<file path="config.mk">
export PLATFORM = sky130hd
export DESIGN_NAME = jackpot_arcade
export DESIGN_NICKNAME = d
export VERILOG_FILES = /design/src/rtl/jackpot_pkg.sv /design/src/rtl/jackpot_tick_gen.sv /design/src/rtl/jackpot_arcade.sv
export SDC_FILE = /design/constraint.sdc
export NUM_CORES = 1
export LEC_CHECK = 0
export CAP_MARGIN = 5
export CORE_ASPECT_RATIO = 1.75
export CORE_MARGIN = 2
export CORE_UTILIZATION = 61
export DETAILED_ROUTE_END_ITERATION = 16
export PLACE_DENSITY_LB_ADDON = 0.08
export SYNTH_ARGS = -nofsm -noshare
export SYNTH_HDL_FRONTEND = slang
export SYNTH_HIERARCHICAL = 1
export SYNTH_SLANG_ARGS = --single-unit
</file>
<file path="constraint.sdc">
create_clock -name CLOCK -period 8.1 [get_ports CLOCK]
set_input_delay 2.43 -clock CLOCK [delete_from_list [all_inputs] [get_ports CLOCK]]
set_output_delay 2.43 -clock CLOCK [all_outputs]
set_load 0.02 [all_outputs]
</file>
<file path="src/rtl/jackpot_pkg.sv">
// -----------------------------------------------------------------------------
// jackpot_pkg
// Shared definitions for the jackpot arcade game:
//   state_e            FSM state encoding (IDLE / RUN / FLASH)
//   TICK_DIV0_DEFAULT  walk-step period at level 0 for the 125 MHz board clock
//   SYNC_STAGES        depth of the switch synchroniser (must be >= 2)
// -----------------------------------------------------------------------------
package jackpot_pkg;

   typedef enum logic [1:0] {
      ST_IDLE  = 2'd0,
      ST_RUN   = 2'd1,
      ST_FLASH = 2'd2
   } state_e;

   localparam int TICK_DIV0_DEFAULT = 62_500_000;
   localparam int SYNC_STAGES       = 2;

endpackage

</file>
<file path="src/rtl/jackpot_tick_gen.sv">
// -----------------------------------------------------------------------------
// jackpot_tick_gen
// Programmable divider: counts 0..period-1 and pulses tick on the terminal
// count.
// Ports:
//   CLOCK    in   clock
//   RESET_N  in   asynchronous active-low reset (counter -> 0)
//   clr      in   synchronous clear, restarts a full period
//   period   in   divide ratio (callers guarantee >= 2)
//   tick     out  high during the last cycle of each period
// The period is read live. The only client changes it together with a state
// change, which also asserts clr, so this behaves the same as sampling the
// period when the counter wraps.
// -----------------------------------------------------------------------------
module jackpot_tick_gen #(
   parameter int PW = 26
) (
   input  logic          CLOCK,
   input  logic          RESET_N,
   input  logic          clr,
   input  logic [PW-1:0] period,
   output logic          tick
);

   logic [PW-1:0] cnt_q;
   logic [PW-1:0] cnt_d;
   logic          last_s;

   // Terminal-count detect and next counter value.
   // Using >= lets the counter recover at once if the period ever shrinks
   // below the current count.
   always_comb begin
      last_s = (cnt_q >= (period - PW'(1)));
      cnt_d  = cnt_q;
      if (clr || last_s) begin
         cnt_d = '0;
      end else begin
         cnt_d = cnt_q + PW'(1);
      end
   end

   // Counter register.
   always_ff @(posedge CLOCK or negedge RESET_N) begin
      if (!RESET_N) begin
         cnt_q <= '0;
      end else begin
         cnt_q <= cnt_d;
      end
   end

   assign tick = last_s;

endmodule

</file>
<file path="src/rtl/jackpot_arcade.sv">
// -----------------------------------------------------------------------------
// jackpot_arcade
// A single lit LED walks across N_LEDS outputs, getting faster as the level
// rises.
//   - Flipping the switch under the lit LED up is a hit. A hit flashes the
//     LEDs, raises the level and adds to a saturating score.
//   - Flipping any other switch up (or several at once) is a miss. A miss drops
//     back to idle and resets the level to 0.
// Ports:
//   CLOCK     in   sole clock
//   RESET_N   in   asynchronous active-low reset
//   SWITCHES  in   raw slide switches, asynchronous to CLOCK
//   LEDS      out  LED drive (registered)
//   LEVEL     out  current speed level (registered)
//   SCORE     out  saturating hit count (registered)
//   HIT       out  one-cycle pulse on a hit (registered)
//   MISS      out  one-cycle pulse on a miss (registered)
// -----------------------------------------------------------------------------
module jackpot_arcade
   import jackpot_pkg::*;
#(
   parameter int N_LEDS      = 4,
   parameter int TICK_DIV0   = TICK_DIV0_DEFAULT,
   parameter int N_LEVELS    = 4,
   parameter int FLASH_STEPS = 6,
   parameter int SCORE_W     = 8
) (
   input  logic                        CLOCK,
   input  logic                        RESET_N,
   input  logic [N_LEDS-1:0]           SWITCHES,
   output logic [N_LEDS-1:0]           LEDS,
   output logic [$clog2(N_LEVELS)-1:0] LEVEL,
   output logic [SCORE_W-1:0]          SCORE,
   output logic                        HIT,
   output logic                        MISS
);

   localparam int LW = $clog2(N_LEVELS);
   localparam int PW = $clog2(TICK_DIV0 + 1);
   localparam int FW = $clog2(FLASH_STEPS + 1);

   localparam logic [N_LEDS-1:0]  LED_MSB   = {1'b1, {(N_LEDS-1){1'b0}}};
   localparam logic [N_LEDS-1:0]  LED_ALL   = {N_LEDS{1'b1}};
   localparam logic [LW-1:0]      LEVEL_MAX = LW'(N_LEVELS - 1);
   localparam logic [SCORE_W-1:0] SCORE_MAX = {SCORE_W{1'b1}};

   // Input path: stage 0 is the newest sample.
   logic [SYNC_STAGES-1:0][N_LEDS-1:0] sync_q;
   logic [SYNC_STAGES-1:0][N_LEDS-1:0] sync_d;
   logic [N_LEDS-1:0]                  prev_q;
   logic [N_LEDS-1:0]                  prev_d;
   logic [N_LEDS-1:0]                  rise_s;
   logic                               rise_any_s;
   logic                               rise_one_s;

   // Game state.
   state_e            state_q;
   state_e            state_d;
   logic [N_LEDS-1:0] leds_q;
   logic [N_LEDS-1:0] leds_d;
   logic [LW-1:0]     level_q;
   logic [LW-1:0]     level_d;
   logic [SCORE_W-1:0] score_q;
   logic [SCORE_W-1:0] score_d;
   logic              hit_q;
   logic              hit_d;
   logic              miss_q;
   logic              miss_d;
   logic [FW-1:0]     fcnt_q;
   logic [FW-1:0]     fcnt_d;

   // Tick interface.
   logic [PW-1:0] shifted_s;
   logic [PW-1:0] period_s;
   logic          tick_s;
   logic          clr_s;

   // Synchroniser shift, previous-value capture and rising-edge detect.
   always_comb begin
      sync_d     = {sync_q[SYNC_STAGES-2:0], SWITCHES};
      prev_d     = sync_q[SYNC_STAGES-1];
      rise_s     = sync_q[SYNC_STAGES-1] & ~prev_q;
      rise_any_s = (rise_s != '0);
      // Exactly one bit set: nonzero, and clearing the lowest set bit leaves 0.
      rise_one_s = rise_any_s && ((rise_s & (rise_s - N_LEDS'(1))) == '0);
   end

   // Walk period for the current level. Deep levels are clamped to 2 cycles.
   always_comb begin
      shifted_s = PW'(TICK_DIV0) >> level_q;
      if (shifted_s < PW'(2)) begin
         period_s = PW'(2);
      end else begin
         period_s = shifted_s;
      end
   end

   // Game FSM: next state plus next values of every registered output.
   always_comb begin
      state_d = state_q;
      leds_d  = leds_q;
      level_d = level_q;
      score_d = score_q;
      hit_d   = 1'b0;
      miss_d  = 1'b0;
      fcnt_d  = fcnt_q;
      case (state_q)
         ST_IDLE: begin
            leds_d = '0;
            fcnt_d = '0;
            // The starting edge only starts the game; it is not judged.
            if (rise_any_s) begin
               state_d = ST_RUN;
               leds_d  = LED_MSB;
            end else begin
               state_d = ST_IDLE;
            end
         end
         ST_RUN: begin
            // Judging uses the LEDS already on display. A simultaneous tick
            // shift is dropped because the state change restarts the walk.
            if (rise_any_s) begin
               if (rise_one_s && (rise_s == leds_q)) begin
                  hit_d   = 1'b1;
                  state_d = ST_FLASH;
                  leds_d  = LED_ALL;
                  fcnt_d  = '0;
                  if (score_q != SCORE_MAX) begin
                     score_d = score_q + SCORE_W'(1);
                  end else begin
                     score_d = score_q;
                  end
                  if (level_q != LEVEL_MAX) begin
                     level_d = level_q + LW'(1);
                  end else begin
                     level_d = level_q;
                  end
               end else begin
                  miss_d  = 1'b1;
                  state_d = ST_IDLE;
                  leds_d  = '0;
                  level_d = '0;
               end
            end else if (tick_s) begin
               if (leds_q[0]) begin
                  leds_d = LED_MSB;
               end else begin
                  leds_d = leds_q >> 1;
               end
            end else begin
               leds_d = leds_q;
            end
         end
         ST_FLASH: begin
            // Rises are deliberately ignored while flashing.
            if (tick_s) begin
               if (fcnt_q == FW'(FLASH_STEPS - 1)) begin
                  state_d = ST_RUN;
                  leds_d  = LED_MSB;
                  fcnt_d  = '0;
               end else begin
                  leds_d = ~leds_q;
                  fcnt_d = fcnt_q + FW'(1);
               end
            end else begin
               leds_d = leds_q;
            end
         end
         default: begin
            state_d = ST_IDLE;
            leds_d  = '0;
            level_d = '0;
            fcnt_d  = '0;
         end
      endcase
   end

   // Any state change restarts the divider so the first step is a full period.
   assign clr_s = (state_d != state_q);

   jackpot_tick_gen #(
      .PW(PW)
   ) u_tick (
      .CLOCK  (CLOCK),
      .RESET_N(RESET_N),
      .clr    (clr_s),
      .period (period_s),
      .tick   (tick_s)
   );

   // All state and output registers; reset forces every one to zero / IDLE.
   always_ff @(posedge CLOCK or negedge RESET_N) begin
      if (!RESET_N) begin
         sync_q  <= '0;
         prev_q  <= '0;
         state_q <= ST_IDLE;
         leds_q  <= '0;
         level_q <= '0;
         score_q <= '0;
         hit_q   <= 1'b0;
         miss_q  <= 1'b0;
         fcnt_q  <= '0;
      end else begin
         sync_q  <= sync_d;
         prev_q  <= prev_d;
         state_q <= state_d;
         leds_q  <= leds_d;
         level_q <= level_d;
         score_q <= score_d;
         hit_q   <= hit_d;
         miss_q  <= miss_d;
         fcnt_q  <= fcnt_d;
      end
   end

   assign LEDS  = leds_q;
   assign LEVEL = level_q;
   assign SCORE = score_q;
   assign HIT   = hit_q;
   assign MISS  = miss_q;

endmodule

</file>
* Word-level counts from Yosys, hierarchy flattened
Index checks and enable logic that the tools add are counted.
Operators by class: add/sub/neg operators 6, magnitude comparators 2, eq/ne operators 12, shift-type cells 1, multiplexer cells 31, bitwise operators 5, reductions and logical operators 11
Operators with widths (number):
- $mux 26 | 2
- $mux 4 | 7
- $add 26x1->26 const B | 1
- $ge 26x26->1 | 1
- $lt 26x2->1 const B | 1
- $shr 26x2->26 const A | 1
- $sub 26x1->26 const B | 1
- $mux 2 | 7
- $mux 3 | 4
- $pmux 4 s3 | 1
- $add 8x1->8 const B | 1
- $and 4x4->4 | 2
- $ne 2x2->1 const B | 4
- $ne 8x8->1 const B | 1
- $not 4->4 | 2
- $mux 1 | 7
- $ne 3x3->1 const B | 2
- $pmux 2 s3 | 1
- $pmux 3 s2 | 1
- $reduce_and 3->1 | 2
- $eq 4x4->1 | 1
- $logic_not 4->1 | 1
- $pmux 2 s2 | 1
- $reduce_and 4->1 | 1
- 14 further kinds | 15
Word-level totals: register bits after elaboration 59, input bits 6, output and inout bits 16

* Longest topological paths before layout
depth after elaboration 13, gate-level depth with buffers 19, depth with buffers taken out 18

* Cells and area by module
The synthesis kept the hierarchy.
Modules (own cells, without submodules):
- jackpot_tick_gen | instances 1, cells each 262, area each 2268.4 um^2
- jackpot_arcade | instances 1, cells each 159, area each 1647.8 um^2

* Worst setup path before layout
No wires, ideal clock.
kind reg-to-reg, start register level_q[0] (netlist: LEVEL[0]), end register u_tick.cnt_q[17], arrival 5114 ps, required time 7968 ps, slack 2854 ps, cell stages (with the launch flop) 20, clock period less this slack 5246 ps, cells stage by stage dfrtp_1 inv_1 ha_1 clkbuf_1 or4_4 or4b_4 or3_4 nor2_1 xnor2_1 ha_1 nand4_1 nor4_1 or3b_2 nand4_1 nand4b_1 a22oi_1 a221oi_1 nand4_1 clkbuf_1 nor2_1
On the way: cells in the longest elaborated chain, start to end 10
Ends and longest elaborated chain:
- start: declaration | RTL line jackpot_arcade.sv:61 | logic [LW-1:0] level_q;
- start signal: assignment | RTL line jackpot_arcade.sv:208 | level_q <= level_d;
- $shr 26x2->26 * | RTL line jackpot_arcade.sv:90 | shifted_s = PW'(TICK_DIV0) >> level_q;
- $lt 26x2->1 | RTL line jackpot_arcade.sv:91 | if (shifted_s < PW'(2)) begin
- $mux 26 * | RTL line jackpot_arcade.sv:91
- named net period_s[14] | RTL line jackpot_arcade.sv:74 | logic [PW-1:0] period_s;
- $sub 26x1->26 * | RTL line jackpot_tick_gen.sv:33 | last_s = (cnt_q >= (period - PW'(1)));
- $ge 26x26->1 * | RTL line jackpot_tick_gen.sv:33
- named net tick_s | RTL line jackpot_arcade.sv:75 | logic tick_s;
- $mux 2 * | RTL line jackpot_arcade.sv:156 | if (tick_s) begin
- $pmux 2 s3 * | RTL line jackpot_arcade.sv:107 | case (state_q)
- $ne 2x2->1 * | RTL line jackpot_arcade.sv:179 | assign clr_s = (state_d != state_q);
- named net clr_s | RTL line jackpot_arcade.sv:76 | logic clr_s;
- $logic_or 1x1->1 * | RTL line jackpot_tick_gen.sv:35 | if (clr || last_s) begin
- $mux 26 * | RTL line jackpot_tick_gen.sv:35
- named net u_tick.cnt_d[17] | RTL line jackpot_tick_gen.sv:26 | logic [PW-1:0] cnt_d;
- end signal: assignment | RTL line jackpot_tick_gen.sv:47 | cnt_q <= cnt_d;
- end: declaration | RTL line jackpot_tick_gen.sv:25 | logic [PW-1:0] cnt_q;
Mark *: on every way through the listed nets, which the timed path passes. The rest lies on a longest branch. A chain may end at the register's enable or synchronous reset.

* Worst setup path in the final report
start register level_q[1] (netlist: LEVEL[1]), end register u_tick.cnt_q[22]
Same word-level chain as after synthesis.

==> impl_metrics.toml <==
[routing]
via_per_inst = 5.90
drc = 0
wire_per_inst_um = 15.0
ant_nets = 0
dr_total_vias = 3150
drt_iter0_drc = 207
wirelength_mm = 8.00
drtPass1Iterations = 4

[logic_synthesis]
synth_adder_area_share_pct = 11.8
muxShareOfSynthArea_pct = 0.671
synth_area_leaders = "dfrtp_1, ha_1, xnor2_1, nor2_1, xor2_1"
ys.warnings.count = 6
synth_ff_type = "dfrtp_1"
netlist_area_um2 = 3920
synth-edff-count = 0
synth.distinct_cells = 55
synth.avg_cell_area_um2 = 9.30
ys_seq_area_share_pct = 37.7
synth_compound_gate_area_share_pct = 8.34
synthCells = 421
async_reset_ff_share_pct = 100
yosysTopAreaCellShare_pct = 37.7
synth_top_family_by_area = "simple AND/OR/NAND/NOR gates"
synthXorXnorAreaFrac_pct = 12.3
ys_seq_elements = 59
netlist.top_cell.by_area = "dfrtp_1"
yosys.area_share.simple_pct = 26.3

[die]
die_area_um2 = 7100
start_util_pct = 62.9
die_y_um = 110
die_w_um = 64.6
ios = 22
core-area_um2 = 6230
rows = 38

[pwr]
p_per_area_nw_per_um2 = 215
power_leakage_uw = 0.00184
ir_drop_v = 0.000177

[grt]
gr-total-overflow = 0
grt_pass1_wl_mm = 13.6
grt_pass1_vias = 3059
grt_busiest_layer = "met2"
grt_antenna_before_repair = 0
gr-usage-met3_pct = 5.28
grtUsageMet1_pct = 25.2
grt_use_total_pct = 25.1
grt_max_degree = 60
met2_usage_pct = 46.7

[worst_setup_path]
rr_endpoint = "u_tick/cnt_q[22]"
cpPeakStageDelay_ps = 720
crit_top_cell = "nand4_1"
critPathKind = "reg -> reg"
crit_family = "simple AND/OR/NAND/NOR gates"
crit_required_ps = 8290
crit_chain = "inv_1 > ha_1 > inv_1 > or4_4 > or4b_4 > nor3_4 > nor3b_1 > xnor2_1 > ha_1 > nand4_1 > nor4_1 > or3b_2 > nand4_1 > nand4b_1 > a22oi_1 > a221oi_1 > nand4_1 > nor2_1"
rr_worst_depth = 18
critPathMaxFanout = 26
setup.worst_path.start_class = "flip-flop"
worst_setup_path_end_kind = "flip-flop"
cp_slowest_cell = "nand4_1"
r2r_slack_ps = 1680
timing.rr.start = "LEVEL[1]"
path_buf_inv = 2
cp_data_arrival_time_ps = 6610

[timing]
rsz0062_at_grt = "no"
finalCritPeriodShare_pct = 79.2
fmax_mhz = 156
maxSlewViolCount = 0
tightest_slew_ps = 1090
fin_ws_ps = 1680
min_period_ps = 6420
setup_viol = 0
final-hold-violation-count = 0
fin_setup_tns_ps = 0
slew_headroom_pct = 27.4
clock_skew_ps = 7.81

[placed_design]
place_area_um2 = 4200
place_hpwl_mm = 6.06
io_buffers = 21
routabilityCongestion = 0.952
post-place-ws_ps = 1720

[hold_path]
hold_class = "reg -> reg"
min-delay-start = "sync_d[7]"
hold_depth = 0
hold-path-endpoint = "prev_d[3]"

[clock_tree]
cts_buffers = 9
path_clk_slew_ps = 70
clock_sinks = 59
cts_root_buf = "clkbuf_8"
cts_setup_buffers = 0
cts_tree = "done"
cts_resized = 0
clk_path_buf_depth = 2
postCtsHoldBufs = 0
clk_latency_ps = 350
htreeDepth = 3

[final_layout]
antennaDiodeCount = 0
design_area_um2 = 4440
drive_above_1_share_pct = 6.61
area_growth_pct = 13.5
nNetsFinal = 492
finalCoreUtilization_pct = 71.4

[status]
status = "complete, no violations"

[job]
maxCapViolations = 0
power breakdown:
group | total (uW) | switching, uW | internal, uW
clock | 329 | 116 | 213
combinational | 260 | 148 | 112
sequential | 365 | 40.1 | 325
total | 953 | 304 | 650
kinds of logic after synthesis:
group | after synthesis
xor+xnor | 55
compound gates | 53
flops | 59
simple gates | 187
fa+ha+maj | 37
other cells | 1
buf+inv | 27
mux | 2
cells in the mapped netlist, types with 3 or more instances:
cell type	n
nand2_1	28
nand4_1	20
nand2b_1	6
and2_1	5
inv_1	17
xor2_1	16
nor2_1	54
and4_1	7
nand3_1	16
clkbuf_1	8
o21ai_0	10
a21oi_1	19
nor3_1	10
a31oi_1	4
nor2b_1	5
o21a_1	4
nor4_1	8
ha_1	37
and3_1	3
o22ai_1	4
or3_1	3
xnor2_1	39
dfrtp_1	59
layout by cell type, fill, tap and decap left out, drive strengths merged, types with 3 or more instances in the layout:
master / instances
nor3: 11
o21a: 4
or4: 4
nor4: 9
xor2: 16
clkdlybuf4s50: 20
a31oi: 4
inv: 17
nand2: 28
clkbuf: 12
and3: 3
o21ai: 11
bufinv: 3
dfrtp: 59
or3: 6
a21oi: 20
nand2b: 7
ha: 37
nand3: 17
xnor2: 39
and4: 7
conb: 6
nor2b: 5
nand4: 20
nor2: 54
o22ai: 4
and2: 5
through the flow:
stage	total power, uW	std cells	hold slack [ps]
5_1_grt	1000	534	357
3_5_place_dp	629	518	336
3_3_place_gp	623	518	333
4_1_cts	960	534	352
6_report	953	534	348
2_1_floorplan	546	426	331
area by class of cell:
| cell class | count | area (um^2) |
|---|---|---|
| inverter | 17 | 63.8 |
| multi-input combinational | 340 | 2350 |
| fill | 492 | 1780 |
| tap | 80 | 100 |
| clock buffer | 12 | 145 |
| timing repair buffer | 22 | 213 |
| clock inverter | 4 | 97.6 |
| sequential | 59 | 1480 |
state kept, by name, summed over array words and instances, names as in the netlist:
register / count
HIT: 1
LEDS: 4
LEVEL: 2
MISS: 1
SCORE: 8
fcnt_q: 3
prev_d: 4
prev_q: 4
state_q: 2
sync_d: 4
u_tick/cnt_q: 26
routing by layer:
layer  wire [um]  vias to the layer above
met2        4290                       71
met5           0                        -
met4         302                        0
met1        3090                     1517
met3         326                       24
li1            -                     1538
worst max path at each step:
stage                         from                to  slack, ps  cells past startpoint
after global placement    LEVEL[1]  u_tick/cnt_q[25]       2020                     18
after detailed placement  LEVEL[1]  u_tick/cnt_q[16]       1720                     18
after CTS                 LEVEL[1]   u_tick/cnt_q[2]       1700                     18
after floorplan           LEVEL[0]  u_tick/cnt_q[17]       2850                     19
final                     LEVEL[1]  u_tick/cnt_q[22]       1680                     18
after global routing      LEVEL[1]  u_tick/cnt_q[22]       1140                     18
Note: power is estimated with default switching activity, not from simulation.
